`config.mk`:
```
export PLATFORM = sky130hd
export DESIGN_NAME = sik_encode_flat
export DESIGN_NICKNAME = d
export VERILOG_FILES = /design/src/rtl/sik_pkg.sv /design/src/rtl/sik_encode_if.sv /design/src/rtl/sik_word_pack.sv /design/src/rtl/sik_encode.sv /design/src/flat_wrapper.sv
export SDC_FILE = /design/constraint.sdc
export NUM_CORES = 1
export LEC_CHECK = 0
export BUFFER_PORTS_ARGS = -buffer_cell sky130_fd_sc_hd__buf_2
export CORE_MARGIN = 2
export CORE_UTILIZATION = 54
export CTS_BUF_LIST = sky130_fd_sc_hd__clkbuf_4
export CTS_CLUSTER_SIZE = 12
export DETAILED_ROUTE_END_ITERATION = 10
export PLACE_DENSITY = 0.92
export RECOVER_POWER = 50
export SLEW_MARGIN = 20
export SYNTH_ARGS = -nofsm -noshare
export SYNTH_HDL_FRONTEND = slang
export SYNTH_SLANG_ARGS = --single-unit
export TNS_END_PERCENT = 30
```
`constraint.sdc`:
```
create_clock -name clk -period 2.9 [get_ports clk]
set_clock_uncertainty 0.15 [all_clocks]
set_input_delay 0.29 -clock clk [delete_from_list [all_inputs] [get_ports clk]]
set_output_delay 0.29 -clock clk [all_outputs]
set_load 0.005 [all_outputs]
```
`src/rtl/sik_pkg.sv`:
```
// sik_pkg -- shared definitions for the SIK instruction encoder.
//   Opcode constants (normal and extended), PRE/NOARG nibbles, word and
//   immediate widths, encoder FSM state encoding and the request struct.
package sik_pkg;

    localparam int WORD_W   = 16;
    localparam int IMM_W    = 16;
    localparam int OP_W     = 4;
    localparam int IMM_LO_W = 12;

    localparam logic [OP_W-1:0] NIB_PRE   = 4'hF;
    localparam logic [OP_W-1:0] NIB_NOARG = 4'h0;

    // Normal (immediate-carrying) opcodes; 1..8 are the defined set.
    localparam logic [OP_W-1:0] OP_LOAD   = 4'h1;
    localparam logic [OP_W-1:0] OP_STORE  = 4'h2;
    localparam logic [OP_W-1:0] OP_JZ     = 4'h3;
    localparam logic [OP_W-1:0] OP_JNZ    = 4'h4;
    localparam logic [OP_W-1:0] OP_CALL   = 4'h5;
    localparam logic [OP_W-1:0] OP_JMP    = 4'h6;
    localparam logic [OP_W-1:0] OP_LIT    = 4'h7;
    localparam logic [OP_W-1:0] OP_PUSH   = 4'h8;
    localparam logic [OP_W-1:0] NRM_OP_MAX = OP_PUSH;

    // Extended (no-argument) opcodes; 1..C are the defined set.
    localparam logic [OP_W-1:0] EXT_ADD   = 4'h1;
    localparam logic [OP_W-1:0] EXT_AND   = 4'h2;
    localparam logic [OP_W-1:0] EXT_SUB   = 4'h3;
    localparam logic [OP_W-1:0] EXT_RET   = 4'hC;
    localparam logic [OP_W-1:0] EXT_OP_MAX = EXT_RET;

    typedef enum logic [1:0] {
        IDLE    = 2'd0,
        PRE_OUT = 2'd1,
        OP_OUT  = 2'd2
    } sik_state_e;

    typedef struct packed {
        logic             ext;
        logic [OP_W-1:0]  op;
        logic [IMM_W-1:0] imm;
    } sik_req_t;

    // PRE word carries the top immediate nibble in its low bits.
    function automatic logic [WORD_W-1:0] mk_pre_word(input logic [OP_W-1:0] hi);
        return {NIB_PRE, {(WORD_W-2*OP_W){1'b0}}, hi};
    endfunction

endpackage

```
`src/rtl/sik_encode_if.sv`:
```
// sik_encode_if -- request handshake plus memory write port of the encoder.
//   in_valid/in_ready/in_ext/in_op/in_imm : symbolic request channel
//   wr_en/wr_addr/wr_data/out_ready       : instruction memory write port
//   slave  : encoder side
//   master : requester / memory side
import sik_pkg::*;

interface sik_encode_if;
    logic              in_valid;
    logic              in_ready;
    logic              in_ext;
    logic [OP_W-1:0]   in_op;
    logic [IMM_W-1:0]  in_imm;
    logic              wr_en;
    logic [WORD_W-1:0] wr_addr;
    logic [WORD_W-1:0] wr_data;
    logic              out_ready;

    modport slave (
        input  in_valid, in_ext, in_op, in_imm, out_ready,
        output in_ready, wr_en, wr_addr, wr_data
    );

    modport master (
        output in_valid, in_ext, in_op, in_imm, out_ready,
        input  in_ready, wr_en, wr_addr, wr_data
    );
endinterface

```
`src/rtl/sik_word_pack.sv`:
```
// sik_word_pack -- combinational packer for one SIK request.
//   req      : ext flag, opcode nibble, 16-bit immediate
//   op_word  : the opcode word
//   pre_word : PRE word holding imm[15:12]
//   need_pre : a PRE word must precede op_word
//   illegal  : request is outside the defined opcode set
//              (only when SIK_OPCHECK_EN is defined, otherwise 0)
import sik_pkg::*;

module sik_word_pack (
    input  sik_req_t          req,
    output logic [WORD_W-1:0] op_word,
    output logic [WORD_W-1:0] pre_word,
    output logic              need_pre,
    output logic              illegal
);

    always_comb begin
        op_word  = req.ext ? {{(WORD_W-OP_W){1'b0}}, req.op}
                           : {req.op, req.imm[IMM_LO_W-1:0]};
        pre_word = mk_pre_word(req.imm[IMM_W-1:IMM_LO_W]);
        // Extended ops never carry an immediate, so never need PRE.
        need_pre = ~req.ext & (req.imm[IMM_W-1:IMM_LO_W] != NIB_NOARG);
`ifdef SIK_OPCHECK_EN
        if (req.ext)
            illegal = (req.op == NIB_NOARG) || (req.op > EXT_OP_MAX);
        else
            illegal = (req.op == NIB_NOARG) || (req.op > NRM_OP_MAX);
`else
        illegal = 1'b0;
`endif
    end

endmodule

```
`src/rtl/sik_encode.sv`:
```
// sik_encode -- SIK instruction encoder / instruction memory filler.
//   Accepts symbolic requests, packs them into one or two 16-bit words
//   (PRE + op when the immediate exceeds 12 bits) and streams them to a
//   memory write port at auto-incrementing addresses.
// Ports:
//   clk, reset (async, active low)
//   bus         : sik_encode_if.slave (request channel + write port)
//   base_load   : load the write address from base_addr (IDLE, no accept)
//   base_addr   : new write address
//   emitted_cnt : words written so far, wraps at 2^16
//   err         : one-cycle illegal-request pulse
// Optional feature macro: SIK_OPCHECK_EN (opcode legality checking + err).
import sik_pkg::*;

module sik_encode #(
    parameter logic [WORD_W-1:0] ADDR_STEP  = 16'd1,
    parameter logic [WORD_W-1:0] RESET_ADDR = 16'h0000
) (
    input  logic              clk,
    input  logic              reset,
    sik_encode_if.slave       bus,
    input  logic              base_load,
    input  logic [WORD_W-1:0] base_addr,
    output logic [WORD_W-1:0] emitted_cnt,
    output logic              err
);

    sik_state_e        state;
    sik_req_t          req;
    logic [WORD_W-1:0] op_word, pre_word, op_lat;
    logic [WORD_W-1:0] wr_addr_q, wr_data_q, cnt_q;
    logic              need_pre, illegal;
    logic              wr_en_q, in_ready_c, acc, emit;

    assign req = {bus.in_ext, bus.in_op, bus.in_imm};

    sik_word_pack u_pack (
        .req      (req),
        .op_word  (op_word),
        .pre_word (pre_word),
        .need_pre (need_pre),
        .illegal  (illegal)
    );

    // A new request can ride in on the same edge the op word leaves.
    always_comb begin
        in_ready_c = 1'b0;
        case (state)
            IDLE:    in_ready_c = 1'b1;
            PRE_OUT: in_ready_c = 1'b0;
            OP_OUT:  in_ready_c = bus.out_ready;
            default: in_ready_c = 1'b0;
        endcase
    end

    assign acc  = bus.in_valid & in_ready_c;
    assign emit = wr_en_q & bus.out_ready;

    always_ff @(posedge clk or negedge reset) begin
        if (!reset) begin
            state     <= IDLE;
            wr_en_q   <= 1'b0;
            wr_data_q <= '0;
            wr_addr_q <= RESET_ADDR;
            cnt_q     <= '0;
            op_lat    <= '0;
        end else begin
            if (emit) begin
                wr_addr_q <= wr_addr_q + ADDR_STEP;
                cnt_q     <= cnt_q + 16'd1;
            end

            if (state == PRE_OUT) begin
                if (bus.out_ready) begin
                    state     <= OP_OUT;
                    wr_data_q <= op_lat;
                end
            end else if (acc) begin
                if (illegal) begin
                    // Handshake completes but nothing is written.
                    state   <= IDLE;
                    wr_en_q <= 1'b0;
                end else if (need_pre) begin
                    state     <= PRE_OUT;
                    wr_en_q   <= 1'b1;
                    wr_data_q <= pre_word;
                    op_lat    <= op_word;
                end else begin
                    state     <= OP_OUT;
                    wr_en_q   <= 1'b1;
                    wr_data_q <= op_word;
                end
            end else if (state == OP_OUT) begin
                if (bus.out_ready) begin
                    state   <= IDLE;
                    wr_en_q <= 1'b0;
                end
            end else if (base_load) begin
                // Only reachable in IDLE without an accept, so no clash
                // with the address increment above.
                wr_addr_q <= base_addr;
            end
        end
    end

    assign bus.in_ready = in_ready_c;
    assign bus.wr_en    = wr_en_q;
    assign bus.wr_addr  = wr_addr_q;
    assign bus.wr_data  = wr_data_q;
    assign emitted_cnt  = cnt_q;

`ifdef SIK_OPCHECK_EN
    logic err_q;
    always_ff @(posedge clk or negedge reset) begin
        if (!reset) err_q <= 1'b0;
        else        err_q <= acc & illegal;
    end
    assign err = err_q;
`else
    assign err = 1'b0;
`endif

endmodule

```
`src/flat_wrapper.sv`:
```
// flat-port wrapper written by rule: the top's interface ports become plain ports
module sik_encode_flat 
#(
    parameter logic [WORD_W-1:0] ADDR_STEP  = 16'd1,
    parameter logic [WORD_W-1:0] RESET_ADDR = 16'h0000
)
  (clk, reset, base_load, base_addr, emitted_cnt, err, bus_in_valid, bus_in_ext, bus_in_op, bus_in_imm, bus_out_ready, bus_in_ready, bus_wr_en, bus_wr_addr, bus_wr_data);
  sik_encode_if bus_i ();
  input  logic clk;
  input  logic reset;
  input  logic base_load;
  input  logic [WORD_W-1:0] base_addr;
  output logic [WORD_W-1:0] emitted_cnt;
  output logic err;
  input wire logic [$bits(bus_i.in_valid)-1:0] bus_in_valid;
  input wire logic [$bits(bus_i.in_ext)-1:0] bus_in_ext;
  input wire logic [$bits(bus_i.in_op)-1:0] bus_in_op;
  input wire logic [$bits(bus_i.in_imm)-1:0] bus_in_imm;
  input wire logic [$bits(bus_i.out_ready)-1:0] bus_out_ready;
  output wire logic [$bits(bus_i.in_ready)-1:0] bus_in_ready;
  output wire logic [$bits(bus_i.wr_en)-1:0] bus_wr_en;
  output wire logic [$bits(bus_i.wr_addr)-1:0] bus_wr_addr;
  output wire logic [$bits(bus_i.wr_data)-1:0] bus_wr_data;
  assign bus_i.in_valid = bus_in_valid;
  assign bus_i.in_ext = bus_in_ext;
  assign bus_i.in_op = bus_in_op;
  assign bus_i.in_imm = bus_in_imm;
  assign bus_i.out_ready = bus_out_ready;
  assign bus_in_ready = bus_i.in_ready;
  assign bus_wr_en = bus_i.wr_en;
  assign bus_wr_addr = bus_i.wr_addr;
  assign bus_wr_data = bus_i.wr_data;
  sik_encode #(.ADDR_STEP(ADDR_STEP), .RESET_ADDR(RESET_ADDR)) u_core (.clk(clk), .reset(reset), .bus(bus_i), .base_load(base_load), .base_addr(base_addr), .emitted_cnt(emitted_cnt), .err(err));
endmodule
```
## Word level (Yosys, flattened, before mapping)

Index checks and enable logic that the tools add are counted.

- Flip-flop bits (word level): 67
- Word-level logic and storage cells: 47
- Input port bits: 42
- Output and inout port bits: 51

- Reduce and logical (&&, ||, !) cells: 10
- Multiplexer cells: 20
- Equality and inequality tests: 4
- $add $sub $neg: 2
- Bitwise operators: 5

Operators by type and width:

| kind | count |
|---|---|
| 16-bit two-way mux | 10 |
| 16-bit by 1-bit adder with 16-bit output, second input constant | 2 |
| 2-bit two-way mux | 6 |
| 3-bit AND reduction | 3 |
| 2-bit nonzero test | 3 |
| 4-bit nonzero test | 1 |
| 1-bit AND | 3 |
| 1-bit two-way mux | 3 |
| 3-bit by 2-bit inequality test with 1-bit output, second input constant | 1 |
| 3-bit nonzero test | 1 |
| 2-bit by 1-bit equality test with 1-bit output, second input constant | 1 |
| 2-bit equality test, second input constant | 1 |
| 2-bit logical NOT | 1 |
| 2-bit inequality test, second input constant | 1 |
| 1-bit inverter | 2 |
| 1-bit case mux with 2 select lines | 1 |
| 2-bit AND reduction | 1 |

## Longest topological paths before layout

Gate-level depths: netlist of the first run.

- Depth in word-level cells: 6
- Depth in mapped cells: 8
- Gate-level depth less buffers: 6

## By module

A second synthesis of the first run with hierarchy kept.

- Cells, all modules: 360
- Area total of the unflattened synthesis: 3,769.9 µm²

By module, submodules not included:

| module | sequential area each (µm²) | instances | cells each | area each (µm²) |
|---|---|---|---|---|
| sik_encode | 1,676.6 | 1 | 321 | 3,467.1 |
| sik_word_pack | 0.0 | 1 | 39 | 302.8 |

## Worst setup path after synthesis of the first run

OpenSTA, ideal clock, no wires.

- Kind: reg-to-reg
- From: register u_core.state[0]
- To: register u_core.op_lat[10]
- Buffers on the path: 1
- Arrival time: 1.923 ns
- Library setup time: 0.125 ns
- Stages on the path, launching flop included: 8
- Period minus slack after synthesis: 2.198 ns
- Setup slack: 0.702 ns
- Path through: dfrtp_1 inv_1 ha_1 a21o_1 nand2_1 nor3_2 buf_2 mux2_2

- Word-level cells in the longest chain between the ends: 4
- Elaborated cells on any way between the ends: 7
- Those cells by class: eq/ne (2); mux (1); bitwise (2); reduce/logical (2)

Ends and longest elaborated chain:

| element | line | text |
|---|---|---|
| start, declared | sik_encode.sv:28 | `sik_state_e state;` |
| start signal, assigned | sik_encode.sv:61 | `state <= IDLE;` |
| start signal, assigned | sik_encode.sv:75 | `state <= OP_OUT;` |
| start signal, assigned | sik_encode.sv:81 | `state <= IDLE;` |
| 2-bit equality test / 2-bit logical NOT (equally long branches) | sik_encode.sv:48 | `case (state)` |
| 1-bit case mux with 2 select lines * | sik_encode.sv:48 |  |
| via bus_in_ready | flat_wrapper.sv:20 | `output wire logic [$bits(bus_i.in_ready)-1:0] bus_in_ready;` |
| 1-bit AND * | sik_encode.sv:56 | `assign acc = bus.in_valid & in_ready_c;` |
| 3-bit AND reduction (no source line) * | - |  |
| end signal, assigned | sik_encode.sv:87 | `op_lat <= op_word;` |
| end, declared | sik_encode.sv:30 | `logic [WORD_W-1:0] op_word, pre_word, op_lat;` |

Mark *: on every way through the listed nets, which the timed path passes. The rest lies on a longest branch.
A chain may end at the register's enable or synchronous reset.

## Worst setup path in the final report of the first run

- From: register u_core.state[0]
- To: register u_core.wr_data_q[0] (netlist: u_core.bus.wr_data[0])

- Word-level cells in the longest chain between the ends: 5
- Elaborated cells on any way between the ends: 9
- Those cells by class: eq/ne (3); mux (2); bitwise (1); reduce/logical (3)

Ends and longest elaborated chain:

| element | line | text |
|---|---|---|
| 2-bit equality test / 2-bit logical NOT (equally long branches) | sik_encode.sv:48 |  |
| 1-bit case mux with 2 select lines | sik_encode.sv:48 |  |
| 1-bit AND | sik_encode.sv:56 |  |
| 2-bit nonzero test (no source line) | - |  |
| 2-bit AND reduction (no source line) | - |  |
| end signal, assigned | sik_encode.sv:76 | `wr_data_q <= op_lat;` |
| end signal, assigned | sik_encode.sv:86 | `wr_data_q <= pre_word;` |
| end signal, assigned | sik_encode.sv:91 | `wr_data_q <= op_word;` |
| end, declared | sik_encode.sv:31 | `logic [WORD_W-1:0] wr_addr_q, wr_data_q, cnt_q;` |

Parallel ways exist; a longest one is shown, timed or not.

==> impl_metrics.py, run 1 <==
metrics = {
    "status": {
        "status": "finished, violations left",
        "violations": "capacitance limit, slew limit",
    },
    "sta": {
        "period_share_pct": 75.98,
        "rsz0062_at_grt": "false",
        "slew_headroom_pct": -21.64,
        "max_freq_mhz": 453.8,
        "finalSetupViolations": 0,
        "setup_tns_ns": 0,
        "final_max_slew_viol_count": 34,
        "hold_viol": 0,
        "tightest_slew_ns": 1.825,
        "finalCriticalPeriod_ns": 2.203,
    },
    "job": {
        "drv_cap": 1,
    },
    "detailed_routing": {
        "via_count": 2911,
        "antenna_left": 0,
        "dr.pass1.iters": 4,
        "wl_per_cell_um": 15.24,
        "drtIter0Drc": 113,
        "wl_mm": 7.985,
        "viasPerCell": 5.555,
        "drc": 0,
    },
    "synth": {
        "synth_edf_count": 0,
        "synth_top_area_cell": "dfrtp_1",
        "ys.flop_type": "dfrtp_1",
        "synthTopCellsByArea": "dfrtp_1 51%, mux2_2 6.5%, nand2_1 4.4%",
        "synth-async-reset-ratio_pct": 100.0,
        "netlist.area_leader.share_pct": 50.78,
        "yosysWarnings": 0,
        "synth_nets": 365,
        "yosysUniqueCellTypes": 45,
        "ys_ff_latch": 67,
        "syn_inst": 318,
        "avgSynthCellArea_um2": 10.38,
        "seq_area_frac_synth_pct": 50.78,
        "syn_area_mm2": 0.003302,
    },
    "critical_path": {
        "worst_ep_arrival_time_ns": 2.37,
        "crit_path_start_kind": "flop",
        "regToRegEndpoint": "u_core.bus.wr_data[0]",
        "reg2regPathDepth": 7,
        "r2r_start": "u_core.state[0]",
        "crit_slowest_cell": "a22oi_1",
        "worst_setup_path_end_kind": "flop",
        "crit_family": "compound AO/OA/AOI/OAI gates",
        "r2r_slack_ns": 0.70,
        "cp-startpoint": "u_core.state[0]",
        "required_ns": 3.07,
        "crit_buf_inv": 2,
        "cp_max_fo": 14,
        "slowest_delay_ns": 0.56,
        "path_cells": "inv_1 -> ha_1 -> a21o_1 -> a22oi_1 -> buf_4 -> a211oi_1 -> a21oi_1",
        "worstSetupPathType": "flop to flop",
        "crit_cells": 7,
        "endpoint": "u_core.bus.wr_data[0]",
    },
    "global_route": {
        "grt_usage_pct": 25.30,
        "overflow": 0,
        "grt_pass1_wl_mm": 12.99,
        "antenna_found_initial": 0,
        "grt_max_degree": 34,
        "grt_pass1_vias": 3000,
    },
    "cells_and_area": {
        "post-route-util_pct": 71.28,
        "final_nets": 491,
        "diodes": 0,
        "seqCellArea_mm2": 0.001677,
        "layout-drive-gt1-share_pct": 23.16,
        "stdcell_count": 524,
        "multi_input_area_mm2": 0.001503,
        "synthToLayoutAreaGrowth_pct": 27.81,
        "fin_area_mm2": 0.004220,
        "nFillCells": 454,
    },
    "placement": {
        "dp.cells": 478,
        "portBuffers": 91,
        "place_area_mm2": 0.003845,
        "place_congestion": 0.8594,
        "post-dp-hpwl_mm": 5.563,
    },
    "floorplan": {
        "ios": 93,
        "die_area_mm2": 0.006756,
        "die_w_um": 82.20,
        "core_mm2": 0.005921,
        "die_h_um": 82.20,
        "start_util_pct": 55.77,
        "fp-row-count": 28,
    },
    "clock_network": {
        "cts_max_level": 3,
        "root_buffer": "clkbuf_4",
        "clock_path_buffers": 2,
        "cts_tree": "done",
        "clk_latency_ns": 0.41,
        "cts.sinks": 67,
        "cts_buffers": 9,
        "clk_pin_slew_worst_paths_ns": 0.10,
    },
    "power": {
        "leakagePower_uw": 0.001891,
        "swShare_pct": 38.99,
        "power_density_mw_per_mm2": 849.7,
        "p_comb_share_pct": 38.8,
        "p_sw_uw": 1398,
        "intPower_uw": 2188,
        "seq_power_share_pct": 46.1,
        "power.share.clock_pct": 15.1,
        "power_uw": 3586,
        "irDropWorstVdd_mv": 0.4941,
    },
    "hold_path": {
        "hold_class": "primary input to flop",
    },
}
[cell usage in the layout (no fill, tap or decap), types with 2 or more instances in the layout]
master / count
a21oi_1: 7
clkinvlp_4: 3
o211ai_1: 3
buf_1: 2
and4_1: 4
and3_1: 2
nand4_1: 8
dfrtp_1: 67
a31oi_1: 2
nand3_1: 11
dlygate4sd3_1: 30
nand2_1: 39
or4_1: 7
buf_2: 57
mux2_2: 19
nor2_1: 20
or4b_1: 4
mux2_1: 2
nor3_1: 2
o21ai_0: 21
a32oi_1: 8
o31ai_1: 5
a21o_1: 3
inv_1: 15
clkbuf_4: 12
ha_1: 5
xor2_1: 11
xnor2_1: 14
a211oi_1: 5
a221oi_1: 4
buf_4: 8
clkbuf_1: 32
[sequential cells by signal (all words and copies together), names as in the netlist]
signal / count
u_core.bus.wr_data: 16
u_core.state: 2
u_core.bus.wr_en: 1
u_core.emitted_cnt: 16
u_core.bus.wr_addr: 16
u_core.op_lat: 16
[worst min path at each step]
stage / start / to / slack (ns) / cells past startpoint
detailed placement: reset / u_core.bus.wr_data[13] / 0.25 / 1
global route: bus_in_op[2] / u_core.op_lat[14] / 0.01 / 2
finish: bus_in_op[3] / u_core.op_lat[15] / 0.03 / 2
global placement: reset / u_core.bus.wr_data[13] / 0.24 / 1
CTS: bus_in_op[3] / u_core.op_lat[15] / 0.002 / 2
floorplan: reset / u_core.bus.wr_addr[0] / -0.16 / 0
[worst reg2reg max path, delay by kind of cell, from the launching register on]
kind / cells / cell delay, ns
buffers and inverters: 2 / 0.38
adders and majority gates: 1 / 0.27
DFF: 1 / 0.39
AOI/OAI and AO/OA: 4 / 0.94
[kinds of logic (layout without fill, tap and decap cells)]
| kind of cell | after synthesis | count (layout) | share of synthesized area (%) |
|---|---|---|---|
| and+or+nand+nor | 109 | 109 | 17.54 |
| DFF | 67 | 67 | 50.78 |
| AOI/OAI and AO/OA | 60 | 60 | 11.86 |
| buffers and inverters | 29 | 160 | 3.713 |
| xor gates and xnor gates | 25 | 25 | 6.631 |
| muxes | 22 | 22 | 7.465 |
| adders and majority gates | 5 | 5 | 1.895 |
| other | 1 | 1 | 0.1136 |
[power by group through the flow]
stage / registers [uW] / logic, uW / clock network (uW)
after detailed placement: 1650 / 1410 / 0
after global placement: 1630 / 1340 / 0
final: 1650 / 1390 / 540
after CTS: 1640 / 1440 / 548
after global routing: 1710 / 1580 / 584
after floorplan: 1620 / 852 / 0
[layout make-up]
| cell class | instances | area share [%] |
|---|---|---|
| Clock buffer | 12 | 2.135 |
| Tap cell | 75 | 2.224 |
| Sequential cell | 67 | 39.73 |
| Timing Repair Buffer | 129 | 18.32 |
| Clock inverter | 4 | 0.6522 |
| Multi-Input combinational cell | 222 | 35.61 |
| Inverter | 15 | 1.334 |
[layer usage]
layer  share of wire (%)  global-route usage (%)  wire length, um
met2                  52                   47.02             4187
met4                 2.1                   11.83              169
met1                  40                   27.25             3213
met5                   0                       0                0
met3                 5.2                   5.109              415
[stage by stage]
stage | hold WS, ns | setup WS [ns]
detailed placement | 0.2528 | 0.7301
finish | 0.02526 | 0.6965
global route | 0.01375 | 0.3610
floorplan | -0.1556 | 0.7024
global placement | 0.2351 | 0.7959
CTS | 0.001873 | 0.6866
[synth_stat cells, drive strengths merged, types with 3 or more instances]
master	count
or4b	4
mux2	21
nor2	20
ha	5
a32oi	8
xor2	11
a221oi	4
o211ai	3
inv	15
a21o	3
and4	4
buf	3
o21ai	21
nand4	8
o31ai	5
xnor2	14
nand3	12
a211oi	5
clkbuf	11
nor3	3
a21oi	7
nand2	39
dfrtp	67
or4	7
[repair_timing]
item | CTS | global route
resized for setup | 0 | 0
setup buffers | 0 | 0
endpoints found under the hold margin | 60 | 0
setup endpoints to repair | 0 | 0
hold buffers | 30 | 0
No activity file was read; power rests on OpenSTA's default activity.
==> inputs of run 2 (changes only) <==
Clock period 2.9 ns to 2.3 ns, I/O delays scaled along.
==> run 2 against run 1 <==
Against the previous run:
- the flow now finishes without violations
- combinational power increased by 29%
- critical endpoint is now u_core.op_lat[0]
- via count increased by 2.6%
- largest power group unchanged
- worst setup slack got worse by 0.55 ns
- routed wire length increased by 7.7%
- fmax increased by 2.3%
- clock power increased by 67%
==> impl_metrics.py, run 2 (synthesis results as in run 1) <==
metrics = {
    "clock_network": {
        "clk_pin_slew_worst_paths_ns": 0.12,
        "cts-resized-gates": 0,
        "clock_path_buffers": 2,
        "cts_buffers": 9,
        "clk_latency_ns": 0.44,
        "cts_max_level": 3,
        "cts_tree": "done",
        "cts_hold_buf": 33,
        "cts.sinks": 67,
        "root_buffer": "clkbuf_4",
        "post-cts-setup-buffer-count": 0,
    },
    "detailed_routing": {
        "via_count": 2987,
        "wl_mm": 8.596,
        "drtIter0Drc": 162,
        "drc": 0,
        "antenna_left": 0,
        "dr.pass1.iters": 4,
        "wl_per_cell_um": 16.34,
        "viasPerCell": 5.679,
    },
    "sta": {
        "tightest_slew_ns": 0.8663,
        "finalCriticalPeriod_ns": 2.154,
        "slew_headroom_pct": 42.25,
        "finalSetupViolations": 0,
        "rsz0062_at_grt": "false",
        "setup_tns_ns": 0,
        "hold_viol": 0,
        "max_freq_mhz": 464.3,
        "holdWs_ns": 0.05213,
        "period_share_pct": 93.64,
        "final_max_slew_viol_count": 0,
        "fin_ws_ns": 0.1462,
    },
    "global_route": {
        "grt_usage_pct": 27.60,
        "grt_pass1_vias": 3064,
        "grt_pass1_wl_mm": 14.01,
        "grt_max_degree": 35,
        "antenna_found_initial": 0,
        "overflow": 0,
    },
    "floorplan": {
        "start_util_pct": 55.77,
        "die_area_mm2": 0.006756,
        "core_mm2": 0.005921,
        "fp-row-count": 28,
        "ios": 93,
        "die_h_um": 82.20,
        "die_w_um": 82.20,
    },
    "status": {
        "status": "finished, final reports clean",
    },
    "cells_and_area": {
        "post-route-util_pct": 72.87,
        "layout-drive-gt1-share_pct": 27.94,
        "diodes": 0,
        "multi_input_area_mm2": 0.001503,
        "seqCellArea_mm2": 0.001677,
        "final_common_cell": "buf_2",
        "nFillCells": 436,
        "final_cell_mix": "80 x buf_2, 67 x dfrtp_1, 39 x nand2_1",
        "final_nets": 494,
        "synthToLayoutAreaGrowth_pct": 30.66,
    },
    "job": {
        "drv_cap": 0,
    },
    "placement": {
        "dpl_worst_slack_ns": 0.1863,
        "place_congestion": 0.8433,
        "post-dp-hpwl_mm": 5.479,
        "portBuffers": 91,
    },
    "power": {
        "irDropWorstVdd_mv": 0.6237,
        "swShare_pct": 38.23,
        "power.share.clock_pct": 18.8,
        "p_comb_share_pct": 37.6,
        "leakagePower_uw": 0.002002,
        "power_density_mw_per_mm2": 1112,
        "intPower_uw": 2963,
        "seq_power_share_pct": 43.6,
        "p_sw_uw": 1834,
    },
    "hold_path": {
        "hold_class": "primary input to flop",
        "min_to": "u_core.bus.wr_en",
        "min_path_cells": 4,
        "min_from": "bus_out_ready",
    },
    "critical_path": {
        "cp_max_fo": 16,
        "worst_ep_arrival_time_ns": 2.32,
        "required_ns": 2.47,
        "regToRegEndpoint": "u_core.op_lat[0]",
        "crit_path_start_kind": "flop",
        "r2r_start": "u_core.state[0]",
        "worstSetupPathType": "flop to flop",
        "r2r_slack_ns": 0.15,
        "worst_setup_path_end_kind": "flop",
        "reg2regPathDepth": 7,
    },
}
## run 2: how the worst max path moves through the flow
stage | from | to | slack, ns | cells after the start
after global placement | bus_out_ready | u_core.bus.wr_addr[13] | 0.30 | 5
after detailed placement | u_core.state[0] | u_core.op_lat[10] | 0.19 | 7
final | u_core.state[0] | u_core.op_lat[0] | 0.15 | 7
after global routing | u_core.state[0] | u_core.op_lat[0] | 0.06 | 7
after floorplan | u_core.state[0] | u_core.op_lat[10] | 0.10 | 7
after CTS | u_core.state[0] | u_core.op_lat[13] | 0.17 | 7
## run 2: per-stage QoR
step / power (uW) / std cells / instance area [um2]
floorplan: 3115 / 318 / 3302
global placement: 3724 / 478 / 3845
detailed placement: 3841 / 478 / 3845
CTS: 4764 / 526 / 4333
global route: 5153 / 526 / 4314
finish: 4797 / 526 / 4314
## run 2: layer usage
metal	vias up	global-route usage (%)	wire, um
li1	1392	-	-
met1	1438	31.00	3294
met2	137	48.31	4499
met3	20	7.717	589
met4	0	12.83	213
met5	-	0	0
## run 2: layout make-up
| class | instances | share of cell area, % |
|---|---|---|
| Sequential cell | 67 | 38.86 |
| Clock inverter | 6 | 2.088 |
| Tap cell | 75 | 2.175 |
| Timing Repair Buffer | 132 | 19.17 |
| Clock buffer | 9 | 1.566 |
| Multi-Input combinational cell | 222 | 34.83 |
| Inverter | 15 | 1.305 |
## run 2: power by group through the flow
| stage | sequential [uW] | clock [uW] | combinational [uW] |
|---|---|---|---|
| detailed placement | 2090 | 0 | 1760 |
| CTS | 2060 | 893 | 1810 |
| finish | 2090 | 904 | 1800 |
| global route | 2160 | 948 | 2050 |
| floorplan | 2040 | 0 | 1070 |
| global placement | 2050 | 0 | 1680 |
## run 2: critical path: stages (launching register included)
cell	delay [ns]
dfrtp_1	0.41
inv_1	0.09
ha_1	0.26
a21o_1	0.18
nand2_1	0.10
nor3_2	0.19
buf_4	0.29
mux2_2	0.37
